<file path="src/rtl/gfx_pkg.sv">
// gfx -- shared types for the FP/integer issue block.
//   word          : 32-bit datapath word
//   fpint_opcode  : 4-bit operation code presented at the issue port
//   fpint_op      : one-hot-style per-field control word driven to gfx_fpint
//   FPINT_STAGES  : pipeline latency of gfx_fpint (operands in -> result out)
//   fpint_decode  : opcode -> control word; NOP and reserved codes give all-zero
package gfx;

    typedef logic [31:0] word;

    typedef enum logic [3:0] {
        FPINT_NOP  = 4'd0,
        FPINT_FADD = 4'd1,
        FPINT_FSUB = 4'd2,
        FPINT_FMUL = 4'd3,
        FPINT_IMUL = 4'd4,
        FPINT_FMIN = 4'd5,
        FPINT_FMAX = 4'd6,
        FPINT_ITOF = 4'd7,
        FPINT_FTOI = 4'd8
    } fpint_opcode;

    typedef struct packed {
        logic ftoi;
        logic itof;
        logic fmax;
        logic fmin;
        logic imul;
        logic fmul;
        logic fsub;
        logic fadd;
    } fpint_op;

    // Must be at least 2 (the tracking shift register is built from a slice).
    localparam int FPINT_STAGES = 3;

    function automatic fpint_op fpint_decode(input fpint_opcode op);
        fpint_op c;
        c = '0;
        case (op)
            FPINT_FADD: c.fadd = 1'b1;
            FPINT_FSUB: c.fsub = 1'b1;
            FPINT_FMUL: c.fmul = 1'b1;
            FPINT_IMUL: c.imul = 1'b1;
            FPINT_FMIN: c.fmin = 1'b1;
            FPINT_FMAX: c.fmax = 1'b1;
            FPINT_ITOF: c.itof = 1'b1;
            FPINT_FTOI: c.ftoi = 1'b1;
            default:    c = '0;
        endcase
        return c;
    endfunction

endpackage

</file>
<file path="src/rtl/gfx_fpint_issue_fifo.sv">
// gfx_fpint_issue_fifo -- first-word-fall-through result queue.
//   clk, rst_n            : clock, synchronous active-low reset (empties queue)
//   push, push_q, push_tag: write one result and its tag
//   pop                   : consume the head entry
//   out_valid             : queue not empty
//   out_q, out_tag        : head entry (valid while out_valid)
// Pointers carry one extra wrap bit so full and empty are distinguishable.
module gfx_fpint_issue_fifo
    import gfx::*;
#(
    parameter int DEPTH = 16,
    parameter int TAG_W = 6
) (
    input  logic             clk,
    input  logic             rst_n,
    input  logic             push,
    input  word              push_q,
    input  logic [TAG_W-1:0] push_tag,
    input  logic             pop,
    output logic             out_valid,
    output word              out_q,
    output logic [TAG_W-1:0] out_tag
);

    localparam int PTR_W = $clog2(DEPTH);

    word              mem_q   [DEPTH];
    logic [TAG_W-1:0] mem_tag [DEPTH];

    logic [PTR_W:0]   wr_ptr_reg;
    logic [PTR_W:0]   rd_ptr_reg;
    logic             empty;
    logic             full;
    logic             do_push;
    logic             do_pop;

    assign empty   = (wr_ptr_reg == rd_ptr_reg);
    assign full    = (wr_ptr_reg[PTR_W] != rd_ptr_reg[PTR_W]) &&
                     (wr_ptr_reg[PTR_W-1:0] == rd_ptr_reg[PTR_W-1:0]);
    assign do_pop  = pop && !empty;
    // When full, a write is only legal if the head is leaving this same cycle
    // (the slot being written is the one being consumed).
    assign do_push = push && (!full || do_pop);

    // Head must be visible without a read cycle, so the storage is read
    // asynchronously (distributed RAM).
    assign out_valid = !empty;
    assign out_q     = mem_q[rd_ptr_reg[PTR_W-1:0]];
    assign out_tag   = mem_tag[rd_ptr_reg[PTR_W-1:0]];

    always_ff @(posedge clk) begin
        if (do_push) begin
            mem_q[wr_ptr_reg[PTR_W-1:0]]   <= push_q;
            mem_tag[wr_ptr_reg[PTR_W-1:0]] <= push_tag;
        end
    end

    always_ff @(posedge clk) begin
        if (!rst_n) begin
            wr_ptr_reg <= '0;
            rd_ptr_reg <= '0;
        end else begin
            if (do_push) wr_ptr_reg <= wr_ptr_reg + (PTR_W+1)'(1);
            if (do_pop)  rd_ptr_reg <= rd_ptr_reg + (PTR_W+1)'(1);
        end
    end

endmodule

</file>
<file path="src/rtl/gfx_fpint_issue.sv">
// gfx_fpint_issue -- issue stage in front of the gfx_fpint pipeline.
//   clk, rst_n                      : clock, synchronous active-low reset
//   in_valid/in_ready               : instruction handshake
//   in_opcode, in_a, in_b, in_tag   : operation, operands, destination tag
//   fpint_a, fpint_b, fpint_ctl     : registered operands/control to gfx_fpint
//   fpint_q                         : gfx_fpint result, FPINT_STAGES after issue
//   out_valid/out_ready, out_q/tag  : result handshake (FWFT queue head)
// A credit counter covers the issue register, the FPINT_STAGES in-flight
// slots and the result queue, so a result always has a queue slot waiting.
module gfx_fpint_issue
    import gfx::*;
#(
    parameter int FIFO_DEPTH = 16,
    parameter int TAG_W      = 6
) (
    input  logic             clk,
    input  logic             rst_n,
    input  logic             in_valid,
    output logic             in_ready,
    input  fpint_opcode      in_opcode,
    input  word              in_a,
    input  word              in_b,
    input  logic [TAG_W-1:0] in_tag,
    output word              fpint_a,
    output word              fpint_b,
    output fpint_op          fpint_ctl,
    input  word              fpint_q,
    output logic             out_valid,
    input  logic             out_ready,
    output word              out_q,
    output logic [TAG_W-1:0] out_tag
);

    localparam int CNT_W = $clog2(FIFO_DEPTH + 1);
    localparam int S     = FPINT_STAGES;

    logic [CNT_W-1:0] cnt_reg;
    logic [CNT_W-1:0] cnt_next;
    word              a_reg;
    word              b_reg;
    fpint_op          ctl_reg;
    logic             iss_v_reg;
    logic [TAG_W-1:0] iss_tag_reg;
    logic [S-1:0]     v_sr_reg;
    logic [TAG_W-1:0] tag_sr_reg [S];

    logic accept;
    logic pop;

    // in_ready depends only on registered state.
    assign in_ready = (cnt_reg < CNT_W'(FIFO_DEPTH));
    assign accept   = in_valid && in_ready;
    assign pop      = out_valid && out_ready;

    always_comb begin
        cnt_next = cnt_reg;
        case ({accept, pop})
            2'b10:   cnt_next = cnt_reg + CNT_W'(1);
            2'b01:   cnt_next = cnt_reg - CNT_W'(1);
            default: cnt_next = cnt_reg;
        endcase
    end

    always_ff @(posedge clk) begin
        if (!rst_n) begin
            cnt_reg     <= '0;
            a_reg       <= '0;
            b_reg       <= '0;
            ctl_reg     <= '0;
            iss_v_reg   <= 1'b0;
            iss_tag_reg <= '0;
        end else begin
            cnt_reg   <= cnt_next;
            iss_v_reg <= accept;
            // Control drops back to NOP on idle cycles; operands hold.
            ctl_reg   <= accept ? fpint_decode(in_opcode) : '0;
            if (accept) begin
                a_reg       <= in_a;
                b_reg       <= in_b;
                iss_tag_reg <= in_tag;
            end
        end
    end

    // Valid/tag tracking aligned with the gfx_fpint pipeline: the last stage
    // lines up with the cycle its result appears on fpint_q.
    always_ff @(posedge clk) begin
        if (!rst_n) begin
            v_sr_reg <= '0;
        end else begin
            v_sr_reg <= {v_sr_reg[S-2:0], iss_v_reg};
        end
    end

    always_ff @(posedge clk) begin
        tag_sr_reg[0] <= iss_tag_reg;
        for (int i = 1; i < S; i++) begin
            tag_sr_reg[i] <= tag_sr_reg[i-1];
        end
    end

    assign fpint_a   = a_reg;
    assign fpint_b   = b_reg;
    assign fpint_ctl = ctl_reg;

    gfx_fpint_issue_fifo #(
        .DEPTH (FIFO_DEPTH),
        .TAG_W (TAG_W)
    ) u_fifo (
        .clk       (clk),
        .rst_n     (rst_n),
        .push      (v_sr_reg[S-1]),
        .push_q    (fpint_q),
        .push_tag  (tag_sr_reg[S-1]),
        .pop       (pop),
        .out_valid (out_valid),
        .out_q     (out_q),
        .out_tag   (out_tag)
    );

endmodule

</file>
<file path="config.mk">
export PLATFORM = sky130hd
export DESIGN_NAME = gfx_fpint_issue
export DESIGN_NICKNAME = d
export VERILOG_FILES = /design/src/rtl/gfx_pkg.sv /design/src/rtl/gfx_fpint_issue_fifo.sv /design/src/rtl/gfx_fpint_issue.sv
export SDC_FILE = /design/constraint.sdc
export NUM_CORES = 1
export LEC_CHECK = 0
export CORE_ASPECT_RATIO = 0.8
export CORE_UTILIZATION = 45
export DETAILED_ROUTE_END_ITERATION = 8
export GPL_ROUTABILITY_DRIVEN = 0
export GPL_TIMING_DRIVEN = 0
export PLACE_DENSITY = 0.7
export REMOVE_ABC_BUFFERS = 1
export SLEW_MARGIN = 40
export SYNTH_ARGS = -nofsm -noshare
export SYNTH_HDL_FRONTEND = slang
export SYNTH_SLANG_ARGS = --single-unit
</file>
<file path="constraint.sdc">
create_clock -name clk -period 4 [get_ports clk]
set_input_delay 0.8 -clock clk [delete_from_list [all_inputs] [get_ports clk]]
set_output_delay 0.8 -clock clk [all_outputs]
set_load 0.05 [all_outputs]
</file>
==> run_results.csv, run 1 <==
group,metric,value,unit
power_and_ir_drop,power_frac_seq,0.507,
finish,syn_to_final_growth,22.03,%
global_routing,track_usage,0.1944,
hold_path,worstHoldStart,"tag_sr_reg[0][3]",
logic_synthesis,synth_area_leaders,"edfxtp_1 (67%), mux4_2 (16%), dfxtp_1 (8.8%), nand2_1 (2.2%), a21oi_1 (1.4%)",
route,routed_via_density,5.573,
setup_path,crit_type,"flip-flop to output port",
timing,worst_clock_skew,0.01837,ns
setup_path,worstSetupStartpointType,"flip-flop",
finish,largest_reg_flops,512,
setup_path,crit_buf_inv,3,
floorplan,design.die.area,0.06122,mm^2
power_and_ir_drop,cellLeakagePower,10.51,nW
clock_network,path_clk_slew,0.06,ns
route,routed_wl,58.62,mm
run_status,status,"finished clean",
power_and_ir_drop,power_frac_clock,0.402,
setup_path,crit_path_end_kind,"output port",
logic_synthesis,yosys.cell_types.count,37,
timing,relSlewSlack,0.5035,
power_and_ir_drop,p_per_area,499.8,mW/mm^2
timing,layout_min_cycle_time,3.866,ns
logic_synthesis,synth_top_area_cell,"edfxtp_1",
timing,rsz0062_at_grt,"yes",
floorplan,row_count,80,
timing,worst_slack,0.1337,ns
clock_network,cts_sinks,727,
logic_synthesis,ys_seq_area_frac,0.7616,
place,dp_hpwl,34.23,mm
clock_network,cts_htree_levels,3,
setup_path,cp.required,3.20,ns
route,routedWlPerCell,23.99,um
setup_path,slowest_stage,"dfxtp_4",
floorplan,ios,222,
logic_synthesis,synth_top_area_frac,0.6737,
global_routing,antenna_found_initial,3,
job,drv_cap,0,
setup_path,r2r-start,"u_fifo.wr_ptr_reg[1]",
route,ant_nets,0,
place,placed_area,0.03072,mm^2
power_and_ir_drop,combPwrFrac,0.092,
timing,post-route-period-util,0.9666,
floorplan,core,0.05956,mm^2
finish,drive_above_1_share,0.2181,
floorplan,die-width,276.4,um
logic_synthesis,synthCells,1348,
setup_path,max_stage_delay,0.54,ns
logic_synthesis,yosysWarnings,0,
finish,post-route-util,0.5553,
clock_network,clk_root_buffer_cell,"clkbuf_16",
route,drtIter0Drc,1349,
timing,fmax,258.6,MHz
floorplan,start_util,0.4550,
clock_network,insertion_delay,0.61,ns
timing,setup_viol,0,
timing,hold_viol,0,
global_routing,grt_max_degree,73,
logic_synthesis,synth_area,0.02710,mm^2
finish,nNetsFinal,1727,
clock_network,cts_tree,"done",
timing,drv_slew,0,
global_routing,grt_pass1_vias,14410,
setup_path,cp.arrival,3.07,ns
floorplan,dieHeight,221.5,um
logic_synthesis,syn_avg_cell_area,20.10,um^2
timing,worstMarginPinSlew,0.7392,ns
global_routing,overflow,0,
global_routing,grt_pass1_wl,88.17,mm
place,dp.cells,2309,
finish,layout_common_cells,"edfxtp_1 (608), mux4_2 (190), clkdlybuf4s50_1 (184)",
clock_network,cts_buffer_depth,3,
place,place.port_buffers,221,
power_and_ir_drop,swShare,0.2278,
setup_path,cp_top_family,"buffers and inverters",
power_and_ir_drop,p_int,12.76,mW
finish,layout_commonest_cell,"edfxtp_1",
setup_path,cp_cell_sequence,"buf_12, buf_12, mux4_2, mux4_2, dlygate4sd2_1",
place,pre_cts_slack,-0.1375,ns
hold_path,min_path_type,"flip-flop to flip-flop",
route,drt-pass1-iter-count,5,
power_and_ir_drop,peakVddDrop,0.0003012,V
clock_network,cts_buffers,72,
route,num_vias,13620,
route,drc,0,
timing,holdWs,0.3258,ns
logic_synthesis,ys_ff_latch,727,
finish,finalNonFillerCells,2444,
power_and_ir_drop,p_sw,3.765,mW
setup_path,path_max_fanout,35,
finish,final_cell_area,0.03307,mm^2
[area by class of cell]
class	instances	area (um^2)
sequential	727	20650
clock inverter	33	309.0
inverter	11	46.29
clock buffer	97	2019
timing repair buffer	260	2900
tap	779	974.7
antenna	1	2.502
fill	4421	26490
multi-input combinational	536	6163
[power by group through the flow]
stage	Clock, mW	Combinational (mW)	Sequential, mW
finish	6.64	1.51	8.37
global route	7.04	1.62	8.38
CTS	6.78	1.54	8.37
detailed placement	0	1.52	8.55
global placement	0	1.48	8.67
floorplan	0	0.778	8.78
[metrics by stage]
stage	TNS, ns	power, mW
after floorplan	-232.47	9.562
after global placement	-1160.08	10.15
after detailed placement	-0.4363	10.07
after CTS	-0.1301	16.69
after global routing	-0.008596	17.04
final	0	16.53
[worst register-to-register path, stage by stage (launching register included)]
cell and delay, ns:
dfxtp_1 0.36, xor2_1 0.20, nor4_4 0.70, a21oi_1 0.35, ha_1 0.40, ha_1 0.39
inv_1 0.08, or3_1 0.35, o311ai_0 0.30
[final timing paths]
kind                 endpoint  slack (ns)  depth (start not counted)
min reg2reg  tag_sr_reg[0][9]        0.33                          0
max                  out_q[4]        0.13                          5
min          tag_sr_reg[0][9]        0.33                          0
max reg2reg        cnt_reg[3]        0.75                          8
[per-layer routing]
metal,share of wire,up-vias,GRT usage
met5,0.00075,-,0
met4,0.019,6,0.05244
met1,0.42,7083,0.2578
li1,-,5944,-
met3,0.077,94,0.05205
met2,0.49,493,0.3190
[Yosys cell counts]
cell type	number
nor2_1	11
xor2_1	7
buf_6	9
nand4_1	6
nand2_1	156
dfxtp_1	119
and3_1	15
edfxtp_1	608
nand3_1	10
or3b_2	1
inv_2	1
and2_1	4
or3_1	5
buf_2	14
nand4b_1	1
a211o_1	4
a31oi_1	2
nor2b_1	4
mux4_2	190
nand2b_1	7
a21boi_0	1
o32ai_1	1
nor3_1	2
a2111o_1	1
clkbuf_1	43
mux2i_1	8
a21oi_1	78
inv_1	10
o21ai_0	1
o211ai_1	4
nand3b_1	1
xnor2_1	1
ha_1	9
buf_1	8
nor4_2	1
nor4_1	4
o311ai_0	1
[cell families (layout without fill, tap and decap cells)]
family / count (synthesis) / in the layout / synth area share
DFF: 727 / 727 / 0.7616
xor gates and xnor gates: 8 / 8 / 0.002586
AOI/OAI and AO/OA: 93 / 93 / 0.01879
other: 0 / 1 / 0
buffers and inverters: 85 / 401 / 0.01491
muxes: 198 / 198 / 0.1608
adders and majority gates: 9 / 9 / 0.004155
and+or+nand+nor: 228 / 228 / 0.03712
[what timing repair did]
| action | 4_1_cts | 5_1_grt |
|---|---|---|
| resized for setup | 41 | 13 |
| setup buffers | 4 | 0 |
| cloned | 0 | 0 |
| hold buffers | 0 | 0 |
| endpoints found under the setup margin | 37 | 6 |
Power figures use the tool's default switching activity.
==> run 2, diff against run 1 <==
--- a/config.mk
+++ b/config.mk
@@ -10,6 +10,7 @@
 export DETAILED_ROUTE_END_ITERATION = 8
 export GPL_ROUTABILITY_DRIVEN = 0
 export GPL_TIMING_DRIVEN = 0
+export HOLD_SLACK_MARGIN = 0.15
 export PLACE_DENSITY = 0.7
 export REMOVE_ABC_BUFFERS = 1
 export SLEW_MARGIN = 40
==> results of run 2 <==
The final DEF is identical to that of run 1; final timing and power are the same.
